## src/rtl/mips_ext_pkg.sv

```systemverilog
// Shared encodings for immediate extension: the extension modes seen by decode
// and the occupancy states of the two-entry output stage.
package mips_ext_pkg;

   typedef enum logic [1:0] {
      EXT_SIGN   = 2'd0,
      EXT_ZERO   = 2'd1,
      EXT_UPPER  = 2'd2,
      EXT_BRANCH = 2'd3
   } ext_mode_e;

   typedef enum logic [1:0] {
      ST_EMPTY = 2'd0,
      ST_ONE   = 2'd1,
      ST_TWO   = 2'd2
   } pipe_state_e;

endpackage

```

## src/rtl/imm_extend_core.sv

```systemverilog
// Combinational immediate extension (sign, zero, upper-half, branch offset).
// Kept free of state so the decode stage can reuse it directly.
module imm_extend_core
   import mips_ext_pkg::*;
#(
   parameter int IN_W  = 16,
   parameter int OUT_W = 32
) (
   input  logic [IN_W-1:0]  in_data,
   input  logic [1:0]       in_mode,
   output logic [OUT_W-1:0] out_data
);

   localparam int PAD_W = OUT_W - IN_W;

   if (IN_W < 2 || IN_W > OUT_W - 1 || OUT_W > 64) begin : g_bad_params
      $error("imm_extend_core: illegal IN_W=%0d / OUT_W=%0d", IN_W, OUT_W);
   end

   logic [OUT_W-1:0] sign_ext;
   assign sign_ext = {{PAD_W{in_data[IN_W-1]}}, in_data};

   always_comb begin
      // NOTE: default assignment first so no mode value can leave out_data unassigned (no latch).
      out_data = sign_ext;
      case (ext_mode_e'(in_mode))
         EXT_SIGN:   out_data = sign_ext;
         EXT_ZERO:   out_data = {{PAD_W{1'b0}}, in_data};
         EXT_UPPER:  out_data = {in_data, {PAD_W{1'b0}}};
         EXT_BRANCH: out_data = {sign_ext[OUT_W-3:0], 2'b00};
         default:    out_data = sign_ext;
      endcase
   end

endmodule

```

## src/rtl/imm_extend_pipe.sv

```systemverilog
// Immediate extension behind a valid/ready handshake with a primary + skid
// output stage, so in_ready comes from a flop and never from out_ready.
module imm_extend_pipe
   import mips_ext_pkg::*;
#(
   parameter int IN_W  = 16,
   parameter int OUT_W = 32
) (
   input  logic             clk,
   input  logic             rst,
   input  logic             in_valid,
   output logic             in_ready,
   input  logic [IN_W-1:0]  in_data,
   input  logic [1:0]       in_mode,
   output logic             out_valid,
   input  logic             out_ready,
   output logic [OUT_W-1:0] out_data
);

   pipe_state_e      state;
   logic [OUT_W-1:0] ext_result;
   logic [OUT_W-1:0] primary;
   logic [OUT_W-1:0] skid;
   logic             in_ready_r;
   logic             out_valid_r;
   logic             in_xfer;
   logic             out_xfer;

   imm_extend_core #(
      .IN_W  (IN_W),
      .OUT_W (OUT_W)
   ) u_core (
      .in_data  (in_data),
      .in_mode  (in_mode),
      .out_data (ext_result)
   );

   assign in_xfer   = in_valid && in_ready_r;
   assign out_xfer  = out_valid_r && out_ready;
   assign in_ready  = in_ready_r;
   assign out_valid = out_valid_r;
   assign out_data  = primary;

   // Handshake flags are written alongside every state change so they always
   // equal (state != ST_TWO) and (state != ST_EMPTY) without a decode after the flop.
   always_ff @(posedge clk) begin
      // NOTE: sequential state uses non-blocking assignments only, so every flop samples pre-edge values.
      if (rst) begin
         state       <= ST_EMPTY;
         primary     <= '0;
         skid        <= '0;
         in_ready_r  <= 1'b1;
         out_valid_r <= 1'b0;
      end else begin
         case (state)
            ST_EMPTY: begin
               if (in_xfer) begin
                  primary     <= ext_result;
                  state       <= ST_ONE;
                  out_valid_r <= 1'b1;
               end
            end
            ST_ONE: begin
               case ({in_xfer, out_xfer})
                  2'b10: begin
                     skid       <= ext_result;
                     state      <= ST_TWO;
                     in_ready_r <= 1'b0;
                  end
                  2'b01: begin
                     state       <= ST_EMPTY;
                     out_valid_r <= 1'b0;
                  end
                  2'b11: primary <= ext_result;
                  default: ;
               endcase
            end
            ST_TWO: begin
               if (out_xfer) begin
                  primary    <= skid;
                  state      <= ST_ONE;
                  in_ready_r <= 1'b1;
               end
            end
            default: begin
               state       <= ST_EMPTY;
               in_ready_r  <= 1'b1;
               out_valid_r <= 1'b0;
            end
         endcase
      end
   end

endmodule

```

## config.mk

```make
export PLATFORM = sky130hd
export DESIGN_NAME = imm_extend_pipe
export DESIGN_NICKNAME = d
export VERILOG_FILES = /design/src/rtl/mips_ext_pkg.sv /design/src/rtl/imm_extend_core.sv /design/src/rtl/imm_extend_pipe.sv
export SDC_FILE = /design/constraint.sdc
export NUM_CORES = 1
export LEC_CHECK = 0
export ABC_AREA = 1
export BUFFER_PORTS_ARGS = -buffer_cell sky130_fd_sc_hd__buf_2
export CAP_MARGIN = 25
export CELL_PAD_IN_SITES_DETAIL_PLACEMENT = 1
export CELL_PAD_IN_SITES_GLOBAL_PLACEMENT = 1
export CORE_UTILIZATION = 35
export DETAILED_ROUTE_END_ITERATION = 8
export GPL_TIMING_DRIVEN = 0
export PLACE_DENSITY = 0.8
export SYNTH_ARGS = -nofsm -noshare
export SYNTH_HDL_FRONTEND = slang
export SYNTH_SLANG_ARGS = --single-unit
```

## constraint.sdc

```tcl
create_clock -name clk -period 2.85 [get_ports clk]
set_clock_uncertainty 0.15 [all_clocks]
set_input_delay 0.57 -clock clk [delete_from_list [all_inputs] [get_ports clk]]
set_output_delay 0.57 -clock clk [all_outputs]
set_load 0.05 [all_outputs]
```

Word level (Yosys, flattened, before mapping). Index checks and enable logic that the tools add are counted.

Equality and inequality tests: 14. Muxes and demuxes: 15. Bitwise gates (word level): 2. Reductions and logical operators: 10.

Operators by type and width (count): case mux 32 bit (4 select lines) (1); 2-to-1 mux 32 bit (3); case mux 32 bit (3 select lines) (1); == test 2 bit (second input constant) (5); AND reduction 3 bit (3); == test 2 x 1 -> 1 bit (second input constant) (3); != test 2 bit (second input constant) (3); case mux 1 bit (3 select lines) (2); case mux 2 bit (3 select lines) (1); logical NOT 2 bit (2); 2-to-1 mux 1 bit (4); 2-to-1 mux 2 bit (2); != test 2 x 1 -> 1 bit (second input constant) (2); case mux 2 bit (2 select lines) (1); AND reduction 4 bit (1); != test 3 x 2 -> 1 bit (second input constant) (1); nonzero test 3 bit (1); logical AND 1 bit (2); inverter 1 bit (2); AND reduction 2 bit (1).

Register bits after elaboration: 68. Bits of input ports: 22. Output and inout port bits: 34. Logic and storage cells: 46.

Depth between registers and ports, before layout.
Word-level depth: 4. Depth in mapped cells: 8. Depth with buffers taken out: 7.

Cells and area by module. From an unflattened synthesis, not the netlist that was laid out.

Cell total of the unflattened synthesis: 567. Area total of the unflattened synthesis: 3509.6 um^2.

By module, submodules not included: imm_extend_pipe (times used 1, cells each 478, area each 3005.4 um^2, seq. area each 1361.3 um^2); imm_extend_core (times used 1, cells each 89, area each 504.2 um^2, seq. area each 0.0 um^2).

Worst setup path before layout. OpenSTA, ideal clock, no wires.

Kind: register to register. Start point: register out_valid_r, in the netlist out_valid. End point: register primary[0], in the netlist out_data[0]. Library setup time: 0.117 ns. Arrival time: 1.491 ns. Data required time: 2.583 ns. Setup slack: 1.092 ns. Cell stages (with the launch flop): 7. Path buffers: 1. Period minus slack after synthesis: 1.758 ns. Path through: dfxtp_1 nand2_1 o21ai_1 nand2_1 buf_2 o21ai_1 nor2_1.

Cells in the longest elaborated chain, start to end: 4. Elaborated cells between the ends (all ways): 5. Classes of those cells: 3 x eq/ne; 2 x reduce/logical.

RTL lines: from (decl) (line imm_extend_pipe.sv:25) `logic out_valid_r;`; from (signal assigned) (line imm_extend_pipe.sv:53) `out_valid_r <= 1'b0;`; from (signal assigned) (line imm_extend_pipe.sv:60) `out_valid_r <= 1'b1;`; from (signal assigned) (line imm_extend_pipe.sv:72) `out_valid_r <= 1'b0;`; logical AND 1 bit * (line imm_extend_pipe.sv:39) `assign out_xfer = out_valid_r && out_ready;`; == test 2 bit (line imm_extend_pipe.sv:64) `case ({in_xfer, out_xfer})`; != test 2 x 1 -> 1 bit (no line); AND reduction 4 bit (no line) *; to (signal assigned) (line imm_extend_pipe.sv:58) `primary <= ext_result;`; to (signal assigned) (line imm_extend_pipe.sv:74) `2'b11: primary <= ext_result;`; to (signal assigned) (line imm_extend_pipe.sv:80) `primary <= skid;`; to (decl) (line imm_extend_pipe.sv:22) `logic [OUT_W-1:0] primary;`.

Every way passes the cells marked *; elsewhere a longest branch is shown, timed or not. A chain may end at the register's enable or synchronous reset.

Final worst setup path.
Start point: register state[0]. End point: register skid[25].

Cells in the longest elaborated chain, start to end: 2.

RTL lines: from (decl) (line imm_extend_pipe.sv:20) `pipe_state_e state;`; from (signal assigned) (line imm_extend_pipe.sv:49) `state <= ST_EMPTY;`; from (signal assigned) (line imm_extend_pipe.sv:59) `state <= ST_ONE;`; from (signal assigned) (line imm_extend_pipe.sv:67) `state <= ST_TWO;`; == test 2 x 1 -> 1 bit (line imm_extend_pipe.sv:55) `case (state)`; AND reduction 2 bit (no line); to (signal assigned) (line imm_extend_pipe.sv:66) `skid <= ext_result;`; to (decl) (line imm_extend_pipe.sv:23) `logic [OUT_W-1:0] skid;`.

Every way passes these cells.

==> results.txt <==
The detailed router's first-iteration violation count is 157. The sequential share of power came out at 38.7%. The worst-case setup margin in the final layout came out at 964 ps. The largest area contributor in the synthesized netlist is dfxtp_1. The final setup TNS came out at 0 ps. The required time of the worst setup path came out at 2940 ps. The count of cell types in the netlist came out at 20. The number of I/O port buffers is 55.

The overall routed net length came out at 11.0 mm. In this run the power density over the cells is 720 mW/mm2. The detail-routed net length per standard cell is 14.9 um.

The utilization of the core after routing came out at 43.3%. The worst register-to-register path begins at state[0]$_SDFFE_PP0P_. The combined buffer and inverter count along the critical path came out at 2. Setup violations remaining at the end of the flow were counted as 0. The mean area per synthesized cell came out at 6.25 um2. The H-tree was split into 3 levels. The startpoint identified for the worst hold timing path is rst. The floorplan step defined a die boundary enclosing 0.00993 mm2. The overall routing resource usage is 23.6%. The normalized max-slew margin came out at 64.9%. The count of unresolved DRC violations after routing came out at 0. The tree is rooted in a clkbuf_8. The number of antenna violations at the first check in global routing came out at 0. The min-delay analysis places its worst path in the category in2reg. The run finished with clean final reports. The later-pin clock latency in the skew report came out at 350 ps. The CTS tree is yes. The worst setup timing slack at the placement stage is 805 ps. The peak fanout along the critical path is 10. The register area share after synthesis is 40.8%.

The top cell types in the final layout, fill and taps aside, are nand2_1, nor2_1, buf_2. The buffer levels on the longest clock path came out at 2. The slack of the worst reg-to-reg path came out at 960 ps.

The number of pins exceeding their max-slew limit in the final report came to 0. The routability congestion estimate came out at 0.891. The endpoint of the most critical register-to-register path is skid[25]$_SDFFE_PP0P_. The share of the clock period used by the worst path after layout came out at 66.2%. The number of warnings reported in the yosys synthesis log is 0. The kind of cell with the highest combined delay along the critical path is simple AND/OR/NAND/NOR gates. Timing would allow up to 530 MHz. The number of instances in the synthesized netlist is 534. The post-synthesis instance area is 0.00334 mm2.

The area growth from synthesis to layout is 19.9%. The post-CTS setup-driven buffer insertion count is 0. The startpoint of the most critical setup path is state[0]$_SDFFE_PP0P_. The ratio of cells with drive above 1 in the final layout came out at 15.9%.

From bottom edge to top edge, the die measures 99.6 um. The HPWL after detailed placement is 8.14 mm. The number of nets with antenna violations after detailed routing is 0.

The initial cell density of the core came out at 36.1%. The net load switching power came out at 1080 uW. Of the total power, the share spent switching nets is 37.6%.

The post-CTS resize count came out at 0. By area the synthesized netlist is led by dfxtp_1, nand2_1, nor2_1. The via-per-instance ratio is 5.01.

Counting buffers and inverters, the worst setup path is 6 cells deep. The number of clock sinks is 68. The largest net degree at the start of global routing is 13. The routed design could run at a clock period as short as 1890 ps.

The repair_antennas step left the layout with diodes totalling 0. The overall die width came out at 99.6 um. The data arrival at the endpoint of the critical path is 1970 ps. The number of nets in the synthesized netlist is 556. The max-capacitance violation count came out at 0. In this run the count of I/O pins placed on the die edge is 56. The count of TritonRoute iterations in the first routing pass is 4. In this run, CTS created clock tree buffers numbering 9.

The number of global-route vias before repair is 3,799. The worst setup path is of the reg2reg kind. Setup repair after global routing left no endpoint under its margin. The longest individual stage delay on the worst path is 450 ps.

The worst hold path was traced through 2 stages. At the end of the flow, the number of nets in the layout was 622. The global-route wire length before repair came out at 18.4 mm. The total congestion overflow came out at 0. The portion of total power attributed to the clock network came out at 31.7%. The type of element capturing the critical path is a register. The final count of hold timing violations is 0. After synthesis the netlist holds a flip-flop and latch count of 68. The slowest stage of the critical path belongs to the cell dfxtp_1. Counting stages on the worst path, the most repeated cell is nor2_1.

The initialized floorplan defines 35 standard-cell rows. The worst vdd rail ir drop came out at 0.000264 V. STA classifies the critical path startpoint as a register. The internal power consumption is 1800 uW. The area of the core came out at 0.00924 mm2. The leakage power of the design is 0.00201 uW. The measured slew at the worst slew-check pin came out at 527 ps. Leaving out fill and tap cells, the most frequent cell in the layout is nand2_1. The logic depth of the worst register-to-register path is 6. Clock-pin slew was measured on the worst setup and hold paths at 80 ps.

After synthesis, the largest area contributor takes up 40.8% of total cell area. The critical path ends at skid[25]$_SDFFE_PP0P_. Traced cell by cell, the critical path runs through inv_2 > nor2_4 > nand4_1 > clkbuf_1 > nor2_1 > nor2_1. The combinational share of power is 29.6%. After clock tree synthesis, the flow added hold-fix buffers numbering 0. The via total after detailed routing is 3,678.
through the flow:
step / hold slack [ps] / area (um2) / cells / power, uW
final: 326 / 4000 / 734 / 2880
after global routing: 323 / 4000 / 734 / 3040
after CTS: 306 / 4000 / 734 / 2910
after detailed placement: 318 / 3770 / 718 / 1990
after global placement: 300 / 3770 / 718 / 1960
after floorplan: 285 / 3340 / 534 / 1760
sequential cells by signal, summed over array words and instances, names as in the netlist:
name,flops
skid,32
out_valid,1
state,2
out_data,32
in_ready,1
synth_stat cells:
cell	count
o21ai_0	6
dfxtp_1	68
buf_4	1
a31oi_1	1
nor2_1	97
buf_1	1
inv_2	3
nand2_2	2
a21oi_1	34
buf_2	17
clkbuf_1	15
a21boi_0	1
clkinv_1	1
inv_1	36
nor2_4	1
nand2_1	148
o21ai_1	32
nor2_2	2
nand4_1	2
nand3_1	66
per-layer routing:
metal  up-vias  share of wire, %  track usage, %
met2        70                49            41.6
met3        20               3.0            3.58
met4         0               2.0            8.71
met5         -                 0               0
li1       1825                 -               -
met1      1763                46            29.0
logic make-up after synthesis:
kind of cell	after synthesis	share of synthesized area, %
flip-flops	68	40.8
AO/OA/AOI/OAI	74	11.2
AND/OR/NAND/NOR	318	38.9
buffers and inverters	74	9.07
area by class of cell:
cell class / count / area, um2
Buffer: 34 / 153
Clock buffer: 11 / 141
Clock inverter: 5 / 85.1
Fill cell: 1269 / 5240
Inverter: 40 / 150
Multi-Input combinational cell: 392 / 1670
Sequential cell: 68 / 1360
Tap cell: 129 / 161
Timing Repair Buffer: 55 / 275
power groups by stage:
stage          clock network (uW)  logic (uW)  registers (uW)
2_1_floorplan                   0         381            1380
3_3_place_gp                    0         829            1130
3_5_place_dp                    0         852            1140
4_1_cts                       937         857            1110
5_1_grt                       968         945            1130
6_report                      914         853            1110
worst min path at each step:
| stage | end | slack, ps |
|---|---|---|
| 6_report | out_valid$_SDFFE_PP0P_ | 330 |
| 5_1_grt | out_valid$_SDFFE_PP0P_ | 320 |
| 4_1_cts | out_valid$_SDFFE_PP0P_ | 310 |
| 3_5_place_dp | skid[31]$_SDFFE_PP0P_ | 320 |
| 3_3_place_gp | skid[31]$_SDFFE_PP0P_ | 300 |
| 2_1_floorplan | skid[31]$_SDFFE_PP0P_ | 280 |
No activity file was read; power rests on OpenSTA's default activity.
